==> config.mk <==
export PLATFORM = sky130hd
export DESIGN_NAME = datapath_sequencer_flat
export DESIGN_NICKNAME = d
export VERILOG_FILES = /design/src/rtl/datapath_sequencer_if.sv /design/src/rtl/datapath_sequencer.sv /design/src/flat_wrapper.sv
export SDC_FILE = /design/constraint.sdc
export NUM_CORES = 1
export LEC_CHECK = 0
export CAP_MARGIN = 20
export CORE_UTILIZATION = 45
export DETAILED_ROUTE_END_ITERATION = 8
export HOLD_SLACK_MARGIN = 0.06
export PLACE_DENSITY = 0.95
export SLEW_MARGIN = 25
export SYNTH_ARGS = -nofsm -noshare
export SYNTH_HDL_FRONTEND = slang
export SYNTH_SLANG_ARGS = --single-unit
==> constraint.sdc <==
create_clock -name clock -period 4.17 [get_ports clock]
set_input_delay 0.6255 -clock clock [delete_from_list [all_inputs] [get_ports clock]]
set_output_delay 0.6255 -clock clock [all_outputs]
set_load 0.02 [all_outputs]
==> src/rtl/datapath_sequencer_if.sv <==
// ---------------------------------------------------------------------------
// datapath_sequencer_if
//   Bundle between a command source, the datapath_sequencer and the LEGv8
//   datapath (register file, ALU, D-bus tristates).
//
//   Command handshake: a command transfers on a rising clock edge where
//   cmd_valid and cmd_ready are both 1. The source holds cmd_* stable while
//   cmd_valid is high; cmd_ready does not depend on cmd_valid.
//
//   Signals
//     cmd_valid, cmd_op[3:0], cmd_rd/rn/rm[4:0], cmd_imm[63:0], cmd_shamt[5:0]
//                                            command from source
//     cmd_ready                              sequencer can accept a command
//     SA, SB, DA[4:0], FS[4:0], Cin, selbork, k[63:0], W,
//     triSelBtoD, triSelFtoD                 datapath control word
//     status[3:0]                            ALU status from datapath
//     flags[3:0], busy, done, err            sequencer status
//     state_dbg[1:0]                         FSM state (0 IDLE, 1 EXEC, 2 DONE)
//
//   Modports
//     slave  : the sequencer
//     master : the environment (command source plus datapath)
// ---------------------------------------------------------------------------
interface datapath_sequencer_if;
    logic        cmd_valid;
    logic        cmd_ready;
    logic [3:0]  cmd_op;
    logic [4:0]  cmd_rd;
    logic [4:0]  cmd_rn;
    logic [4:0]  cmd_rm;
    logic [63:0] cmd_imm;
    logic [5:0]  cmd_shamt;

    logic [4:0]  SA;
    logic [4:0]  SB;
    logic [4:0]  DA;
    logic [4:0]  FS;
    logic        Cin;
    logic        selbork;
    logic [63:0] k;
    logic        W;
    logic        triSelBtoD;
    logic        triSelFtoD;

    logic [3:0]  status;
    logic [3:0]  flags;
    logic        busy;
    logic        done;
    logic        err;
    logic [1:0]  state_dbg;

    modport slave (
        input  cmd_valid, cmd_op, cmd_rd, cmd_rn, cmd_rm, cmd_imm, cmd_shamt,
        input  status,
        output cmd_ready,
        output SA, SB, DA, FS, Cin, selbork, k, W, triSelBtoD, triSelFtoD,
        output flags, busy, done, err, state_dbg
    );

    modport master (
        output cmd_valid, cmd_op, cmd_rd, cmd_rn, cmd_rm, cmd_imm, cmd_shamt,
        output status,
        input  cmd_ready,
        input  SA, SB, DA, FS, Cin, selbork, k, W, triSelBtoD, triSelFtoD,
        input  flags, busy, done, err, state_dbg
    );
endinterface

==> src/rtl/datapath_sequencer.sv <==
// ---------------------------------------------------------------------------
// datapath_sequencer
//   Multi-cycle sequencer driving the LEGv8 datapath control word. Accepts one
//   register-level command per handshake, runs it through IDLE -> EXEC -> DONE,
//   latches the ALU status of the last EXEC cycle into flags and pulses done
//   (with err for an illegal op).
//
//   Ports
//     clock  : rising-edge clock
//     reset  : synchronous, active-high
//     bus    : datapath_sequencer_if.slave (command handshake, control word,
//              ALU status, flags/busy/done/err, state_dbg)
//
//   Ops: 0 ADD, 1 SUB, 2 AND, 3 ORR, 4 EOR, 5 ADDI, 6 SUBI, 7 MOV, 8 LSL,
//        9 CMP (only when DATAPATH_SEQ_CMP_EN is defined), others illegal.
//
//   Build option
//     DATAPATH_SEQ_CMP_EN : makes op 9 (CMP) legal; otherwise it is illegal.
// ---------------------------------------------------------------------------
module datapath_sequencer #(
    parameter logic [4:0] FS_ADD = 5'b01000,
    parameter logic [4:0] FS_SUB = 5'b01010,
    parameter logic [4:0] FS_AND = 5'b00000,
    parameter logic [4:0] FS_ORR = 5'b00100,
    parameter logic [4:0] FS_EOR = 5'b01100
) (
    input  logic                 clock,
    input  logic                 reset,
    datapath_sequencer_if.slave  bus
);

    typedef enum logic [1:0] {
        ST_IDLE = 2'd0,
        ST_EXEC = 2'd1,
        ST_DONE = 2'd2
    } state_t;

    state_t      r_state;
    state_t      w_next_state;

    logic [3:0]  r_op;
    logic [4:0]  r_rd;
    logic [4:0]  r_rn;
    logic [4:0]  r_rm;
    logic [63:0] r_imm;
    logic [5:0]  r_cnt;       // EXEC cycles still to run, including the current one
    logic        r_first;     // current EXEC cycle is the first of this command
    logic        r_illegal;
    logic        r_mov_path;  // MOV, or LSL with a zero shift amount
    logic [3:0]  r_flags;

    logic        w_accept;
    logic        w_legal;
    logic        w_last;
    logic        w_wr_ok;
    logic [4:0]  w_src;

    logic [4:0]  w_sa, w_sb, w_da, w_fs;
    logic        w_cin, w_selbork, w_w, w_tri_b, w_tri_f;
    logic [63:0] w_k;

    assign w_accept = bus.cmd_valid && (r_state == ST_IDLE);
    assign w_last   = (r_cnt <= 6'd1);
    // X31 is XZR: the operation still runs, only the write is suppressed.
    assign w_wr_ok  = (r_rd != 5'd31);
    // LSL doubles rn into rd first, then keeps doubling rd in place.
    assign w_src    = r_first ? r_rn : r_rd;

    always_comb begin
        w_legal = (bus.cmd_op <= 4'd8);
`ifdef DATAPATH_SEQ_CMP_EN
        if (bus.cmd_op == 4'd9) begin
            w_legal = 1'b1;
        end
`endif
    end

    // State register
    always_ff @(posedge clock) begin
        if (reset) begin
            r_state <= ST_IDLE;
        end else begin
            r_state <= w_next_state;
        end
    end

    // Next-state logic
    always_comb begin
        w_next_state = r_state;
        case (r_state)
            ST_IDLE: if (w_accept) w_next_state = w_legal ? ST_EXEC : ST_DONE;
            ST_EXEC: if (w_last)   w_next_state = ST_DONE;
            ST_DONE: w_next_state = ST_IDLE;
            default: w_next_state = ST_IDLE;
        endcase
    end

    // Command registers, iteration counter and flags
    always_ff @(posedge clock) begin
        if (reset) begin
            r_op       <= '0;
            r_rd       <= '0;
            r_rn       <= '0;
            r_rm       <= '0;
            r_imm      <= '0;
            r_cnt      <= '0;
            r_first    <= 1'b0;
            r_illegal  <= 1'b0;
            r_mov_path <= 1'b0;
            r_flags    <= '0;
        end else if (w_accept) begin
            r_op       <= bus.cmd_op;
            r_rd       <= bus.cmd_rd;
            r_rn       <= bus.cmd_rn;
            r_rm       <= bus.cmd_rm;
            r_imm      <= bus.cmd_imm;
            r_cnt      <= (bus.cmd_op == 4'd8 && bus.cmd_shamt != 6'd0) ? bus.cmd_shamt : 6'd1;
            r_first    <= 1'b1;
            r_illegal  <= !w_legal;
            r_mov_path <= (bus.cmd_op == 4'd7) || (bus.cmd_op == 4'd8 && bus.cmd_shamt == 6'd0);
        end else if (r_state == ST_EXEC) begin
            r_first <= 1'b0;
            if (w_last) begin
                r_flags <= bus.status;
            end else begin
                r_cnt <= r_cnt - 6'd1;
            end
        end
    end

    // Output logic: control word is a function of registered state only,
    // so it is stable across each EXEC cycle and zero elsewhere.
    always_comb begin
        w_sa      = '0;
        w_sb      = '0;
        w_da      = '0;
        w_fs      = '0;
        w_cin     = 1'b0;
        w_selbork = 1'b0;
        w_k       = '0;
        w_w       = 1'b0;
        w_tri_b   = 1'b0;
        w_tri_f   = 1'b0;
        if (r_state == ST_EXEC) begin
            if (r_mov_path) begin
                // ORR with XZR passes rn through the ALU so flags reflect rn,
                // while the value reaches D through the B-bus driver.
                w_sa    = 5'd31;
                w_sb    = r_rn;
                w_da    = r_rd;
                w_fs    = FS_ORR;
                w_tri_b = 1'b1;
                w_w     = w_wr_ok;
            end else begin
                case (r_op)
                    4'd0, 4'd1, 4'd2, 4'd3, 4'd4: begin
                        w_sa    = r_rn;
                        w_sb    = r_rm;
                        w_da    = r_rd;
                        w_cin   = (r_op == 4'd1);
                        w_tri_f = 1'b1;
                        w_w     = w_wr_ok;
                        case (r_op)
                            4'd0:    w_fs = FS_ADD;
                            4'd1:    w_fs = FS_SUB;
                            4'd2:    w_fs = FS_AND;
                            4'd3:    w_fs = FS_ORR;
                            default: w_fs = FS_EOR;
                        endcase
                    end
                    4'd5, 4'd6: begin
                        w_sa      = r_rn;
                        w_sb      = r_rm;
                        w_da      = r_rd;
                        w_fs      = (r_op == 4'd6) ? FS_SUB : FS_ADD;
                        w_cin     = (r_op == 4'd6);
                        w_selbork = 1'b1;
                        w_k       = r_imm;
                        w_tri_f   = 1'b1;
                        w_w       = w_wr_ok;
                    end
                    4'd8: begin
                        w_sa    = w_src;
                        w_sb    = w_src;
                        w_da    = r_rd;
                        w_fs    = FS_ADD;
                        w_tri_f = 1'b1;
                        w_w     = w_wr_ok;
                    end
`ifdef DATAPATH_SEQ_CMP_EN
                    4'd9: begin
                        // Compare: subtract for flags only, nothing drives D.
                        w_sa  = r_rn;
                        w_sb  = r_rm;
                        w_da  = r_rd;
                        w_fs  = FS_SUB;
                        w_cin = 1'b1;
                    end
`endif
                    default: ;
                endcase
            end
        end
    end

    assign bus.SA         = w_sa;
    assign bus.SB         = w_sb;
    assign bus.DA         = w_da;
    assign bus.FS         = w_fs;
    assign bus.Cin        = w_cin;
    assign bus.selbork    = w_selbork;
    assign bus.k          = w_k;
    assign bus.W          = w_w;
    assign bus.triSelBtoD = w_tri_b;
    assign bus.triSelFtoD = w_tri_f;
    assign bus.flags      = r_flags;
    assign bus.cmd_ready  = (r_state == ST_IDLE);
    assign bus.busy       = (r_state != ST_IDLE);
    assign bus.done       = (r_state == ST_DONE);
    assign bus.err        = (r_state == ST_DONE) && r_illegal;
    assign bus.state_dbg  = r_state;

endmodule

==> src/flat_wrapper.sv <==
// flat-port wrapper written by rule: the top's interface ports become plain ports
module datapath_sequencer_flat 
#(
    parameter logic [4:0] FS_ADD = 5'b01000,
    parameter logic [4:0] FS_SUB = 5'b01010,
    parameter logic [4:0] FS_AND = 5'b00000,
    parameter logic [4:0] FS_ORR = 5'b00100,
    parameter logic [4:0] FS_EOR = 5'b01100
)
  (clock, reset, bus_cmd_valid, bus_cmd_op, bus_cmd_rd, bus_cmd_rn, bus_cmd_rm, bus_cmd_imm, bus_cmd_shamt, bus_status, bus_cmd_ready, bus_SA, bus_SB, bus_DA, bus_FS, bus_Cin, bus_selbork, bus_k, bus_W, bus_triSelBtoD, bus_triSelFtoD, bus_flags, bus_busy, bus_done, bus_err, bus_state_dbg);
  datapath_sequencer_if bus_i ();
  input  logic clock;
  input  logic reset;
  input wire logic [$bits(bus_i.cmd_valid)-1:0] bus_cmd_valid;
  input wire logic [$bits(bus_i.cmd_op)-1:0] bus_cmd_op;
  input wire logic [$bits(bus_i.cmd_rd)-1:0] bus_cmd_rd;
  input wire logic [$bits(bus_i.cmd_rn)-1:0] bus_cmd_rn;
  input wire logic [$bits(bus_i.cmd_rm)-1:0] bus_cmd_rm;
  input wire logic [$bits(bus_i.cmd_imm)-1:0] bus_cmd_imm;
  input wire logic [$bits(bus_i.cmd_shamt)-1:0] bus_cmd_shamt;
  input wire logic [$bits(bus_i.status)-1:0] bus_status;
  output wire logic [$bits(bus_i.cmd_ready)-1:0] bus_cmd_ready;
  output wire logic [$bits(bus_i.SA)-1:0] bus_SA;
  output wire logic [$bits(bus_i.SB)-1:0] bus_SB;
  output wire logic [$bits(bus_i.DA)-1:0] bus_DA;
  output wire logic [$bits(bus_i.FS)-1:0] bus_FS;
  output wire logic [$bits(bus_i.Cin)-1:0] bus_Cin;
  output wire logic [$bits(bus_i.selbork)-1:0] bus_selbork;
  output wire logic [$bits(bus_i.k)-1:0] bus_k;
  output wire logic [$bits(bus_i.W)-1:0] bus_W;
  output wire logic [$bits(bus_i.triSelBtoD)-1:0] bus_triSelBtoD;
  output wire logic [$bits(bus_i.triSelFtoD)-1:0] bus_triSelFtoD;
  output wire logic [$bits(bus_i.flags)-1:0] bus_flags;
  output wire logic [$bits(bus_i.busy)-1:0] bus_busy;
  output wire logic [$bits(bus_i.done)-1:0] bus_done;
  output wire logic [$bits(bus_i.err)-1:0] bus_err;
  output wire logic [$bits(bus_i.state_dbg)-1:0] bus_state_dbg;
  assign bus_i.cmd_valid = bus_cmd_valid;
  assign bus_i.cmd_op = bus_cmd_op;
  assign bus_i.cmd_rd = bus_cmd_rd;
  assign bus_i.cmd_rn = bus_cmd_rn;
  assign bus_i.cmd_rm = bus_cmd_rm;
  assign bus_i.cmd_imm = bus_cmd_imm;
  assign bus_i.cmd_shamt = bus_cmd_shamt;
  assign bus_i.status = bus_status;
  assign bus_cmd_ready = bus_i.cmd_ready;
  assign bus_SA = bus_i.SA;
  assign bus_SB = bus_i.SB;
  assign bus_DA = bus_i.DA;
  assign bus_FS = bus_i.FS;
  assign bus_Cin = bus_i.Cin;
  assign bus_selbork = bus_i.selbork;
  assign bus_k = bus_i.k;
  assign bus_W = bus_i.W;
  assign bus_triSelBtoD = bus_i.triSelBtoD;
  assign bus_triSelFtoD = bus_i.triSelFtoD;
  assign bus_flags = bus_i.flags;
  assign bus_busy = bus_i.busy;
  assign bus_done = bus_i.done;
  assign bus_err = bus_i.err;
  assign bus_state_dbg = bus_i.state_dbg;
  datapath_sequencer #(.FS_ADD(FS_ADD), .FS_SUB(FS_SUB), .FS_AND(FS_AND), .FS_ORR(FS_ORR), .FS_EOR(FS_EOR)) u_core (.clock(clock), .reset(reset), .bus(bus_i));
endmodule
Word level (Yosys, flattened, before mapping)
Cells that the tools add are included.
Word-level totals
  logic and storage cells: 91
  bits in registers: 98
  output and inout bits: 99
  input port bits: 96
Cells by class
  reduce and logical (&&, ||, !) cells: 19
  $lt $le $gt $ge: 2
  equality and inequality tests: 15
  $add $sub $neg: 1
  bitwise logic cells: 1
  multiplexer cells: 42
Operator list (count)
  2-to-1 mux 64 bit: 3
  2-to-1 mux 5 bit: 10
  2-to-1 mux 6 bit: 4
  one-hot mux 5 bit (2 select lines): 2
  equality test 4 x 3 -> 1 bit, second input constant: 4
  one-hot mux 4 bit (4 select lines): 1
  2-to-1 mux 1 bit: 15
  one-hot mux 5 bit (3 select lines): 1
  equality test 4 x 2 -> 1 bit, second input constant: 2
  equality test 4 bit, second input constant: 2
  2-to-1 mux 2 bit: 4
  OR reduction 8 bit: 1
  OR reduction 7 bit: 1
  <= comparator 6 x 1 -> 1 bit, second input constant: 1
  logical NOT 6 bit: 1
  != test 2 x 1 -> 1 bit, second input constant: 3
  nonzero test 6 bit: 1
  subtractor 6 x 1 -> 6 bit, second input constant: 1
  != test 5 bit, second input constant: 1
  OR reduction 5 bit: 1
  equality test 4 x 1 -> 1 bit, second input constant: 1
  <= comparator 4 bit, second input constant: 1
  logical AND 1 bit: 4
  logical NOT 4 bit: 1
  12 further kinds: 14

Logic depth before layout (Yosys ltp)
Gate-level depths: netlist of the first run.
  word-level depth: 5
  depth in mapped cells: 7
  mapped depth without buffers: 6

Worst setup path after synthesis of the first run
OpenSTA, ideal clock, no wires.
  path kind: register to output
  from: register u_core.r_op[1]
  to: output port bus_SB[0]
  data arrival time: 1.876 ns
  required time: 3.544 ns
  path buffers: 2
  setup slack: 1.668 ns
  cell stages (with the launch flop): 7
  cell sequence: dfxtp_1 clkbuf_1 or4b_1 clkbuf_1 o21ai_1 nand3_1 o21ai_0
On the way
  cells in the longest elaborated chain, start to end: 5
  elaborated cells on any way between the ends: 12
  classes of those cells: eq/ne: 7; mux: 3; reduce/logical: 2
RTL lines
  start: declaration: RTL line datapath_sequencer.sv:41  | logic [3:0] r_op;
  start signal: assignment: RTL line datapath_sequencer.sv:112  | r_op <= bus.cmd_op;
  equality test 4 x 3 -> 1 bit, or another cell as far along: RTL line datapath_sequencer.sv:155  | case (r_op)
  OR reduction 7 bit (no line)
  one-hot mux 5 bit (2 select lines) *: RTL line datapath_sequencer.sv:155
  2-to-1 mux 5 bit *: RTL line datapath_sequencer.sv:145  | if (r_mov_path) begin
  2-to-1 mux 5 bit *: RTL line datapath_sequencer.sv:144  | if (r_state == ST_EXEC) begin
  end: declaration: RTL line flat_wrapper.sv:24  | output wire logic [$bits(bus_i.SB)-1:0] bus_SB;
Mark *: on every way between the ends. The rest lies on a longest branch, timed or not.

Final worst setup path of the first run
  from: register u_core.r_state[0], in the netlist u_core.bus.state_dbg[0]
  to: output port bus_k[18]
On the way
  cells in the longest elaborated chain, start to end: 2
RTL lines
  start: declaration: RTL line datapath_sequencer.sv:38  | state_t r_state;
  start signal: assignment: RTL line datapath_sequencer.sv:83  | r_state <= w_next_state;
  equality test 2 x 1 -> 1 bit: RTL line datapath_sequencer.sv:144
  2-to-1 mux 64 bit: RTL line datapath_sequencer.sv:144
  end: declaration: RTL line flat_wrapper.sv:29  | output wire logic [$bits(bus_i.k)-1:0] bus_k;
Every way passes these cells.

==> results of run 1 <==
[worst paths after layout]
path	slack [ps]	cells after the start	to	from
worst max-delay path	670	6	bus_k[18]	u_core.bus.state_dbg[0]$_SDFFE_PP0P_
worst min-delay path	450	2	u_core.r_imm[63]$_SDFFE_PP0P_	u_core.r_imm[63]$_SDFFE_PP0P_
worst max register to register	2020	4	u_core.r_cnt[5]$_SDFFE_PP0P_	u_core.bus.state_dbg[0]$_SDFFE_PP0P_
worst min register to register	450	2	u_core.r_imm[63]$_SDFFE_PP0P_	u_core.r_imm[63]$_SDFFE_PP0P_
[cell type report]
class	instances	area, um2	area share [%]
Clock inverter	6	65.1	0.987
Timing Repair Buffer	197	1970	29.9
Inverter	7	26.3	0.399
Clock buffer	9	124	1.88
Tap cell	129	161	2.45
Sequential cell	98	1960	29.8
Multi-Input combinational cell	447	2280	34.6
[power by group]
group | switching, mW | internal [mW] | total, mW
Clock | 0.326 | 0.277 | 0.603
Sequential | 0.0504 | 1.00 | 1.05
Combinational | 0.194 | 0.183 | 0.377
Total | 0.570 | 1.46 | 2.03
[metrics by stage]
step | utilization (%) | instance area, um2 | setup WS [ps]
finish | 70.0 | 6590 | 666
global route | 70.0 | 6590 | 504
CTS | 69.8 | 6570 | 657
detailed placement | 67.8 | 6380 | 1050
global placement | 67.8 | 6380 | 1130
floorplan | - | 4460 | 1670
[worst max-delay path, cell delays in order (launching register included)]
cell	delay (ps)
dfxtp_1	550
and2b_1	280
nand2_1	170
nor4b_4	300
buf_4	410
and2_1	200
clkdlybuf4s50_1	620
[placed cells by master (no fill, tap or decap), drive strengths merged, types with 3 or more instances in the layout]
master,count
mux2i,10
and2,71
nand3,3
nor3b,4
nor2,27
clkbuf,9
a211oi,6
buf,6
dfxtp,98
nor3,5
o21ai,9
a21oi,98
nand2,179
inv,9
clkdlybuf4s50,191
[kinds of logic (layout without fill, tap and decap cells)]
kind of cell | count (synthesis) | count (layout) | synth area share (%)
AND/OR/NAND/NOR | 305 | 305 | 32.1
AO/OA/AOI/OAI | 126 | 126 | 15.4
flip-flops | 98 | 98 | 44.0
buffers and inverters | 55 | 219 | 5.30
multiplexers | 10 | 10 | 2.25
adder cells (fa/ha/maj) | 2 | 2 | 0.561
XOR/XNOR | 2 | 2 | 0.393
other | 1 | 2 | 0.0841
[registers in the layout, summed over array words and instances (netlist names), 2 cells and up]
signal	count
u_core.bus.flags	4
u_core.bus.state_dbg	2
u_core.r_cnt	6
u_core.r_imm	64
u_core.r_op	4
u_core.r_rd	5
u_core.r_rm	5
u_core.r_rn	5
[metal layers]
layer / vias up / share of wire [%] / track usage, %
li1: 2258 / - / -
met1: 2110 / 40 / 26.4
met2: 162 / 53 / 45.6
met3: 12 / 5.9 / 4.90
met4: 0 / 1.2 / 8.70
met5: - / 0 / 0
==> metrics.cfg, run 1 <==
[die]
die_w_um=102
die_h_um=102
io_pins=195
fp.dieArea_mm2=0.0103
rows=35
core-area_mm2=0.00942
start_util_pct=47.3

[sta]
final.setup_skew_ps=10.0
hold_ws_ps=455
fin_tns_setup_ps=0
layout_min_cycle_time_ps=3500
worstMarginPinSlew_ps=1010
final_hold_viol_count=0
max_freq_mhz=285
maxSlewViolCount=0
rsz0062_at_grt=no
slew_headroom_pct=32.5
finalCritPeriodShare_pct=84.0
setup_violations=0

[critical_path]
required_ps=3540
startpoint_type=flip-flop
cp_data_arrival_time_ps=2880
worstSetupEndpointType=output pin
setup.worst_path.class=reg2out
worstPathMaxFanout=48

[drt]
vias=4542
antenna_left=0
firstDrtPassIters=4
wl_per_cell_um=14.0
drc=0
drtIter0Drc=121
totalWireLength_um=12500
avgViaCountPerCell=5.09

[synth]
synth_ff_type=dfxtp_1
yosysTopAreaCell=dfxtp_1
async_reset_ff_share_pct=0
yosysTopAreaCellShare_pct=44.0
avgSynthCellArea_um2=7.44
synth_seq_area_share_pct=44.0
ys_seq_elements=98
netlist_area_mm2=0.00446
yosys_warnings=0
synth_cells=599
yosysMostFrequentCell=nand2_1
ys_top_cells_by_area=dfxtp_1, nand2_1, a21oi_1
synth_edf_count=0
synth_common_cells=nand2_1, a21oi_1, dfxtp_1, and2_1, clkbuf_1
synth_cell_types=48

[final_layout]
nNetsFinal=858
n_antenna_cell=0
fillers=755
drive_above_1_share_pct=3.53
fin_cells=893
syn_to_final_growth_pct=47.8

[outcome]
status=completed

[cts]
cts_hold_buffers=0
path_clk_slew_ps=90
h-tree-depth=3
postCtsSetupBuffers=0
clk_latency_ps=350
clock_sinks=98
cts_tree=yes
cts-root-buf=clkbuf_8
clock_path_buffers=2
cts_resized=0
cts_made_buffers=9

[pwr]
powerDensity_mw_per_mm2=309
total_power_mw=2.03
peakVddDrop_v=0.000202
power_leakage_nw=2.43

[placed_design]
io_buffers=192
dp_hpwl_um=8910
place_congestion=0.873
dp.cells=877

[flow_run]
cap_violations=0

[global_routing]
grt_max_degree=99
grt_pass1_vias=4359
track_usage_pct=24.1
grt_first_pass_wirelength_um=19700
grt_overflow=0
antenna_found_initial=0

[min_path]
hp-class=reg2reg

Note: power is estimated with default switching activity, not from simulation.
==> inputs of run 2 (changes only) <==
- CORE_UTILIZATION: 45 -> 42
- PLACE_DENSITY: 0.95 -> 0.91
- clock period: 4.17 -> 3.58 ns (I/O delays scaled with it)
==> run 2 against run 1 <==
Net effect:
- cell area is 0.42% higher
- register-to-register slack lost 470 ps
- sequential share of layout area is 0.12 points lower
- combinational power increased by 18%
- die area up 7.0%
- largest power group unchanged
==> metrics.cfg, run 2 (synthesis results as in run 1) <==
[outcome]
status=completed

[cts]
path_clk_slew_ps=90
postCtsSetupBuffers=0
clock_path_buffers=2
clk_latency_ps=360
h-tree-depth=3
cts_hold_buffers=0
cts_tree=yes
cts_resized=0
cts-root-buf=clkbuf_8
cts_made_buffers=9
clock_sinks=98

[pwr]
combPwrFrac_pct=18.6
powerDensity_mw_per_mm2=362
clock_power_share_pct=30.1
peakVddDrop_v=0.000222
seq_power_share_pct=51.3
p_sw_uw=683
power_leakage_nw=2.43
p_int_mw=1.71
total_power_mw=2.39
switching_share_pct=28.6

[critical_path]
startpoint_type=flip-flop
worstSetupEndpointType=output pin
worstPathMaxFanout=36
critical_path.max_stage_delay_ps=610
cp_cell_sequence=and2b_1, nand2_1, nor4b_4, buf_4, and2_1, clkdlybuf4s50_1
critical-path-slowest-cell=clkdlybuf4s50_1
required_ps=3040
r2r_cells=4
cp_data_arrival_time_ps=2850
setup.worst_path.class=reg2out

[final_layout]
largest_register_ffs=64
n_antenna_cell=0
final_cell_mix=clkdlybuf4s50_1, nand2_1, a21oi_1, dfxtp_1, and2_1
nNetsFinal=859
multi_input_area_mm2=0.00228
reg_top3=u_core.r_imm (64), u_core.r_cnt (6)
regMostFlops=u_core.r_imm
drive_above_1_share_pct=3.53
fillers=851
syn_to_final_growth_pct=48.4
ff_latch_area_mm2=0.00196
final_common_cell=clkdlybuf4s50_1

[drt]
drtIter0Drc=205
firstDrtPassIters=5
antenna_left=0
avgViaCountPerCell=5.11
wl_per_cell_um=14.4
drt-met1-wl_um=5090
wl_met3_um=945
drc=0
totalWireLength_um=13000
routed.top_layer=met4
met2WireLength_um=6610
vias=4606

[min_path]
hp-class=reg2reg
hold_depth=2

[sta]
rsz0062_at_grt=no
finalCritPeriodShare_pct=94.7
final_hold_viol_count=0
worstMarginPinSlew_ps=807
setup_violations=0
layout_min_cycle_time_ps=3390
maxSlewViolCount=0
max_freq_mhz=295
final.setup_skew_ps=10.5
slew_headroom_pct=46.2
fin_tns_setup_ps=0

[flow_run]
cap_violations=0

[placed_design]
place_congestion=0.969
dp_hpwl_um=9090
io_buffers=192

[global_routing]
grt_pass1_vias=4471
grt_first_pass_wirelength_um=20900
grt_max_degree=92
grt_overflow=0
track_usage_pct=23.3
antenna_found_initial=0

[die]
start_util_pct=43.2
core-area_mm2=0.0103
die_h_um=105
io_pins=195
die_w_um=105
rows=37
fp.dieArea_mm2=0.0110

-- run 2: cell types whose count changed in the layout (fill, tap and decap cells not counted), sizes merged --
cell	before	now
buf	6	7
clkbuf	9	10
clkinv	2	0
clkinvlp	1	2
-- run 2: through the flow --
step	hold slack [ps]	setup WS [ps]	cells	util, %	instance area [um2]
after global routing	480	66.4	901	64.1	6620
after detailed placement	443	596	885	62.1	6410
final	454	191	901	64.1	6620
after CTS	456	195	900	63.9	6600
after global placement	437	660	885	62.1	6410
after floorplan	432	1170	600	-	4460
-- run 2: path summary, 6_finish.rpt --
check	to	from	slack, ps
worst max register to register	u_core.r_cnt[5]$_SDFFE_PP0P_	u_core.bus.state_dbg[0]$_SDFFE_PP0P_	1550
worst min register to register	u_core.r_imm[46]$_SDFFE_PP0P_	u_core.r_imm[46]$_SDFFE_PP0P_	450
worst max-delay path	bus_k[11]	u_core.bus.state_dbg[0]$_SDFFE_PP0P_	190
worst min-delay path	u_core.r_imm[46]$_SDFFE_PP0P_	u_core.r_imm[46]$_SDFFE_PP0P_	450
-- run 2: area by class of cell --
type | count | share of cell area (%)
inverter | 7 | 0.397
timing repair buffer | 198 | 30.0
tap | 136 | 2.57
multi-input combinational | 447 | 34.5
sequential | 98 | 29.7
clock inverter | 5 | 0.946
clock buffer | 10 | 1.93
-- run 2: critical path: cells and delay by family (launching register included) --
family | cells | cell delay (ps)
flip-flops | 1 | 560
buffers and inverters | 2 | 980
AND/OR/NAND/NOR | 4 | 960
-- run 2: power groups by stage --
stage / Clock, mW / Sequential [mW] / Combinational (mW)
2_1_floorplan: 0 / 1.23 / 0.259
3_3_place_gp: 0 / 1.25 / 0.423
3_5_place_dp: 0 / 1.25 / 0.436
4_1_cts: 0.737 / 1.23 / 0.438
5_1_grt: 0.777 / 1.24 / 0.487
6_report: 0.720 / 1.23 / 0.445
-- run 2: metal layers --
layer  vias to the layer above  track usage (%)
met5                         -                0
met4                         0             9.15
met3                        30             6.24
met2                       201             42.0
met1                      2109             25.9
li1                       2266                -
